[config.mk]
export PLATFORM = sky130hd
export DESIGN_NAME = fetch_pc_ctrl_flat
export DESIGN_NICKNAME = d
export VERILOG_FILES = /design/src/rtl/fetch_pc_ctrl_if.sv /design/src/rtl/fetch_pc_ctrl.sv /design/src/flat_wrapper.sv
export SDC_FILE = /design/constraint.sdc
export NUM_CORES = 1
export LEC_CHECK = 0
export ABC_AREA = 0
export ABC_CLOCK_PERIOD_IN_PS = 17800
export BUFFER_PORTS_ARGS = -buffer_cell sky130_fd_sc_hd__buf_2
export CAP_MARGIN = 30
export CORE_MARGIN = 2
export CORE_UTILIZATION = 40
export DETAILED_ROUTE_END_ITERATION = 6
export GPL_TIMING_DRIVEN = 1
export PLACE_DENSITY_LB_ADDON = 0.08
export SLEW_MARGIN = 10
export SYNTH_ARGS = -nofsm -noshare
export SYNTH_HDL_FRONTEND = slang
export SYNTH_SLANG_ARGS = --single-unit
[constraint.sdc]
create_clock -name clk -period 17.8 [get_ports clk]
set_clock_uncertainty 0.2 [all_clocks]
set_input_delay 3.56 -clock clk [delete_from_list [all_inputs] [get_ports clk]]
set_output_delay 3.56 -clock clk [all_outputs]
set_load 0.01 [all_outputs]
[src/rtl/fetch_pc_ctrl_if.sv]
// Fetch-stage PC control bundle: D-stage redirect requests in, F-stage PC state out.
interface fetch_pc_ctrl_if #(
   parameter int unsigned IDX_W = 12
);
   logic             stall;
   logic             br_take;
   logic [15:0]      br_off;
   logic             j_take;
   logic [25:0]      j_idx;
   logic             jr_take;
   logic [31:0]      jr_addr;
   logic [31:0]      d_pc;
   logic [31:0]      pc;
   logic [IDX_W-1:0] im_idx;
   logic             f_valid;
   logic             fault;
   logic [31:0]      fault_pc;
   logic [31:0]      fetch_cnt;

   modport master (
      output stall, br_take, br_off, j_take, j_idx, jr_take, jr_addr, d_pc,
      input  pc, im_idx, f_valid, fault, fault_pc, fetch_cnt
   );

   modport slave (
      input  stall, br_take, br_off, j_take, j_idx, jr_take, jr_addr, d_pc,
      output pc, im_idx, f_valid, fault, fault_pc, fetch_cnt
   );
endinterface

[src/rtl/fetch_pc_ctrl.sv]
// Fetch-stage program counter: sequential advance, delay-slot redirects,
// stall hold and a sticky fault on illegal fetch targets.
module fetch_pc_ctrl #(
   parameter logic [31:0] PC_RESET = 32'h0000_3000,
   parameter int unsigned IM_WORDS = 4096,
   parameter int unsigned IDX_W    = 12
) (
   input  logic          clk,
   input  logic          rst,
   fetch_pc_ctrl_if.slave bus
);

   // 33-bit bound so a memory ending at the top of the address space still compares correctly
   localparam logic [32:0] PC_LIMIT = {1'b0, PC_RESET} + 33'(4 * IM_WORDS);

   typedef enum logic {
      RUN,
      FAULT
   } state_t;

   state_t      state_q, state_d;
   logic [31:0] pc_q, pc_d;
   logic [31:0] cnt_q, cnt_d;
   logic [31:0] fpc_q, fpc_d;

   logic [31:0] seq_d;
   logic [31:0] br_tgt;
   logic [31:0] j_tgt;
   logic [31:0] target;
   logic        illegal;

   assign seq_d  = bus.d_pc + 32'd4;
   assign br_tgt = seq_d + {{14{bus.br_off[15]}}, bus.br_off, 2'b00};
   assign j_tgt  = {seq_d[31:28], bus.j_idx, 2'b00};

   always_comb begin
      target = pc_q + 32'd4;
      if (bus.jr_take) begin
         target = bus.jr_addr;
      end else if (bus.j_take) begin
         target = j_tgt;
      end else if (bus.br_take) begin
         target = br_tgt;
      end
   end

   assign illegal = (target[1:0] != 2'b00) ||
                    (target < PC_RESET) ||
                    ({1'b0, target} >= PC_LIMIT);

   always_ff @(posedge clk) begin
      if (rst) begin
         state_q <= RUN;
         pc_q    <= PC_RESET;
         cnt_q   <= '0;
         fpc_q   <= '0;
      end else begin
         state_q <= state_d;
         pc_q    <= pc_d;
         cnt_q   <= cnt_d;
         fpc_q   <= fpc_d;
      end
   end

   // Stalled cycles skip the legality check entirely; the redirect is re-presented later
   always_comb begin
      state_d = state_q;
      pc_d    = pc_q;
      cnt_d   = cnt_q;
      fpc_d   = fpc_q;
      unique case (state_q)
         RUN: begin
            if (!bus.stall) begin
               if (illegal) begin
                  state_d = FAULT;
                  fpc_d   = target;
               end else begin
                  pc_d  = target;
                  cnt_d = cnt_q + 32'd1;
               end
            end
         end
         FAULT: begin
         end
         default: state_d = FAULT;
      endcase
   end

   assign bus.pc        = pc_q;
   assign bus.im_idx    = IDX_W'((pc_q - PC_RESET) >> 2);
   assign bus.f_valid   = (state_q == RUN);
   assign bus.fault     = (state_q == FAULT);
   assign bus.fault_pc  = fpc_q;
   assign bus.fetch_cnt = cnt_q;

endmodule

[src/flat_wrapper.sv]
// flat-port wrapper written by rule: the top's interface ports become plain ports
module fetch_pc_ctrl_flat 
#(
   parameter logic [31:0] PC_RESET = 32'h0000_3000,
   parameter int unsigned IM_WORDS = 4096,
   parameter int unsigned IDX_W    = 12
)
  (clk, rst, bus_stall, bus_br_take, bus_br_off, bus_j_take, bus_j_idx, bus_jr_take, bus_jr_addr, bus_d_pc, bus_pc, bus_im_idx, bus_f_valid, bus_fault, bus_fault_pc, bus_fetch_cnt);
  fetch_pc_ctrl_if #(.IDX_W(IDX_W)) bus_i ();
  input  logic clk;
  input  logic rst;
  input wire logic [$bits(bus_i.stall)-1:0] bus_stall;
  input wire logic [$bits(bus_i.br_take)-1:0] bus_br_take;
  input wire logic [$bits(bus_i.br_off)-1:0] bus_br_off;
  input wire logic [$bits(bus_i.j_take)-1:0] bus_j_take;
  input wire logic [$bits(bus_i.j_idx)-1:0] bus_j_idx;
  input wire logic [$bits(bus_i.jr_take)-1:0] bus_jr_take;
  input wire logic [$bits(bus_i.jr_addr)-1:0] bus_jr_addr;
  input wire logic [$bits(bus_i.d_pc)-1:0] bus_d_pc;
  output wire logic [$bits(bus_i.pc)-1:0] bus_pc;
  output wire logic [$bits(bus_i.im_idx)-1:0] bus_im_idx;
  output wire logic [$bits(bus_i.f_valid)-1:0] bus_f_valid;
  output wire logic [$bits(bus_i.fault)-1:0] bus_fault;
  output wire logic [$bits(bus_i.fault_pc)-1:0] bus_fault_pc;
  output wire logic [$bits(bus_i.fetch_cnt)-1:0] bus_fetch_cnt;
  assign bus_i.stall = bus_stall;
  assign bus_i.br_take = bus_br_take;
  assign bus_i.br_off = bus_br_off;
  assign bus_i.j_take = bus_j_take;
  assign bus_i.j_idx = bus_j_idx;
  assign bus_i.jr_take = bus_jr_take;
  assign bus_i.jr_addr = bus_jr_addr;
  assign bus_i.d_pc = bus_d_pc;
  assign bus_pc = bus_i.pc;
  assign bus_im_idx = bus_i.im_idx;
  assign bus_f_valid = bus_i.f_valid;
  assign bus_fault = bus_i.fault;
  assign bus_fault_pc = bus_i.fault_pc;
  assign bus_fetch_cnt = bus_i.fetch_cnt;
  fetch_pc_ctrl #(.PC_RESET(PC_RESET), .IM_WORDS(IM_WORDS), .IDX_W(IDX_W)) u_core (.clk(clk), .rst(rst), .bus(bus_i));
endmodule
==> results_dict.tcl <==
set metrics [dict create \
    status "finished, final reports clean" \
    ys_ff_latch 97 \
    fin_crit_ns 9.144 \
    synth_top_cell_area_share_pct 24.09 \
    cp_num_buf_inv 2 \
    ys_warn_count 0 \
    clock_path_buffers 2 \
    instances_no_fill 1515 \
    max_clock_freq_ghz 0.1094 \
    crit_required_ns 17.88 \
    rsz0062_at_grt "false" \
    gp_congestion 0.9906 \
    ys_seq_area_share_pct 24.09 \
    synth-main-ff-cell "dfxtp_1" \
    hpwl_mm 23.14 \
    routed_wl_mm 29.47 \
    critPathCaptureType "flop" \
    die_h_um 146.0 \
    cpMostUsedCell "a21oi_1" \
    path_cells "buf_2 > nand4_1 > nor3_1 > and3_1 > nand3_1 > xnor2_1 > ha_1 > a21oi_1 > o211ai_1 > a21boi_0 > o311a_1 > o21ai_0 > xor2_1 > a311o_1 > nor4_2 > buf_4 > nand3_4 > or4_1 > a21oi_1" \
    synthesis.nets 1221 \
    avgSynthCellArea_um2 7.512 \
    power_w 0.0005952 \
    fin_crit_sh_pct 51.37 \
    syn_inst 1073 \
    io_buffers 221 \
    p_sw_w 0.0002002 \
    synth.most_common_cell "nor2_1" \
    grt_pass1_vias 8127 \
    drive_gt1_share_pct 23.28 \
    die_x_um 146.0 \
    worst_pin_slew_ns 0.9522 \
    core_mm2 0.01959 \
    ant_nets 0 \
    cts_buffers 9 \
    antenna_found_initial 0 \
    via_per_inst 5.794 \
    synth_top_area_cell "dfxtp_1" \
    p_sw_share_pct 33.64 \
    cts_num_sinks 97 \
    h-tree-depth 3 \
    slew_headroom_pct 35.63 \
    power_density_mw_per_mm2 61.94 \
    pwr-share-comb_pct 27.3 \
    worstSetupPathType "in2reg" \
    arrival_ns 9.23 \
    power_frac_seq_pct 37.8 \
    grt.total_usage_pct 27.05 \
    synth.distinct_cells 75 \
    grt_first_pass_wirelength_mm 45.85 \
    synth_area_leaders "dfxtp_1 24%, ha_1 5.4%, nor2_1 5.2%" \
    startpoint_type "input pin" \
    fin_nets 1393 \
    diodes 0 \
    dp_cells 1497 \
    setup_violations 0 \
    cts.hold.buffers_added 0 \
    async_flop_share_pct 0 \
    min_path_type "reg2reg" \
    ioPinCount 222 \
    cts-resized-gates 0 \
    power.internal_w 0.0003950 \
    area_growth_pct 19.23 \
    gr-total-overflow 0 \
    clkPwrFrac_pct 34.9 \
    crit_family "simple AND/OR/NAND/NOR gates" \
    max_stage_delay_ns 0.66 \
    crit_fanout 46 \
    row_count 51 \
    max-cap-violations 0 \
    clock_latency_ns 0.36 \
    cts_root_buf "clkbuf_16" \
    path_clk_slew_ns 0.07 \
    final_max_slew_viol_count 0 \
    fin_setup_tns_ns 0 \
    first_iter_violations 786 \
    post_cts_buffers 0 \
    drtPass1Iterations 5 \
    route.detailed.drc 0 \
    cts_tree "done" \
    synth_edf_count 0 \
    crit_slowest_cell "nor3_1" \
    finalHoldViolCount 0 \
    grt_max_degree 73 \
    wl_per_cell_um 19.45 \
    num_vias 8778 \
    ir_drop_uv 45.58 \
    start_util_pct 41.14 \
    fp.dieArea_mm2 0.02130 \
    ys_top_cells_by_count "111 x nor2_1, 98 x nand2_1, 97 x dfxtp_1, 63 x a21oi_1, 53 x o21ai_0" \
    p_leak_nw 4.111 \
    netlist_area_mm2 0.008060 \
]
-- registers in the layout, indices dropped and copies added, names as in the netlist --
name                  flops
u_core.bus.fault          1
u_core.bus.fault_pc      32
u_core.bus.fetch_cnt     32
u_core.bus.pc            32
-- final cells by class --
class	count	area [um^2]
Clock inverter	7	87.58
Inverter	22	82.58
Tap cell	265	331.6
Sequential cell	97	1942
Timing Repair Buffer	236	1242
Fill cell	2014	9980
Clock buffer	9	225.2
Multi-Input combinational cell	879	5699
-- stage by stage --
step / instance area [um^2] / hold WS (ns) / worst slack, ns / util, %
5_1_grt: 9610 / 0.2829 / 8.237 / 49.06
6_report: 9610 / 0.2539 / 8.656 / 49.06
4_1_cts: 9572 / 0.2606 / 8.222 / 48.86
3_5_place_dp: 9259 / 0.2475 / 7.879 / 47.26
3_3_place_gp: 9259 / 0.2443 / 7.994 / 47.26
2_1_floorplan: 8060 / 0.2790 / 9.583 / -
-- routing by layer --
| layer | share of wire, % | up-vias | track usage (%) | wire length, um |
|---|---|---|---|---|
| met1 | 43 | 4082 | 35.93 | 12740 |
| met5 | 0 | - | 0 | 0 |
| met4 | 2.3 | 0 | 7.745 | 686 |
| li1 | - | 4290 | - | - |
| met3 | 7.4 | 42 | 4.451 | 2173 |
| met2 | 47 | 364 | 45.24 | 13870 |
-- cells in the final DEF, fill, tap and decap left out, types with 13 or more instances in the layout --
cell / synthesis / layout
a21oi_1: 63 / 62
xnor2_1: 41 / 41
a211oi_1: 15 / 15
dfxtp_1: 97 / 97
o21ai_0: 53 / 53
nor3_1: 24 / 24
nor2b_1: 14 / 14
nor4_1: 13 / 13
buf_4: 13 / 13
and3_1: 16 / 16
ha_1: 35 / 35
nor2_1: 111 / 111
o21a_1: 13 / 13
nand4_1: 50 / 50
and2_1: 32 / 32
xor2_1: 28 / 28
mux2i_1: 34 / 34
nand3_1: 47 / 47
buf_2: 10 / 221
nand2_1: 98 / 98
or3_1: 23 / 23
inv_1: 22 / 22
-- worst register-to-register path: cells and delay by family, from the launching register on --
family,cells,cell delay (ns)
AO/OA/AOI/OAI,3,0.73
adder cells (fa/ha/maj),1,0.23
buffers and inverters,1,0.22
flip-flops,1,0.45
multiplexers,1,0.43
AND/OR/NAND/NOR,7,2.93
-- kinds of logic (layout without fill, tap and decap cells) --
| family | Yosys count | in the layout | synth area share (%) |
|---|---|---|---|
| and+or+nand+nor | 484 | 484 | 31.53 |
| AOI/OAI and AO/OA | 244 | 244 | 19.82 |
| DFF | 97 | 97 | 24.09 |
| buffers and inverters | 97 | 274 | 5.479 |
| xor gates and xnor gates | 69 | 69 | 7.498 |
| muxes | 46 | 46 | 5.899 |
| adders and majority gates | 36 | 36 | 5.681 |
-- worst paths after layout --
path                           from                       end  slack (ns)  cells past startpoint
max                     bus_d_pc[5]  u_core.bus.fetch_cnt[11]        8.66                     19
min          u_core.bus.fault_pc[3]    u_core.bus.fault_pc[3]        0.25                      2
max reg2reg        u_core.bus.pc[3]  u_core.bus.fetch_cnt[11]       12.55                     13
min reg2reg  u_core.bus.fault_pc[3]    u_core.bus.fault_pc[3]        0.25                      2
-- power groups by stage --
stage                logic, W  registers, W  clock network [W]
detailed placement   0.000159      0.000230                  0
floorplan           0.0000987      0.000233                  0
global route         0.000178      0.000226           0.000220
global placement     0.000159      0.000230                  0
CTS                  0.000160      0.000225           0.000212
finish               0.000162      0.000225           0.000208
(Power assumes the default switching activity.)
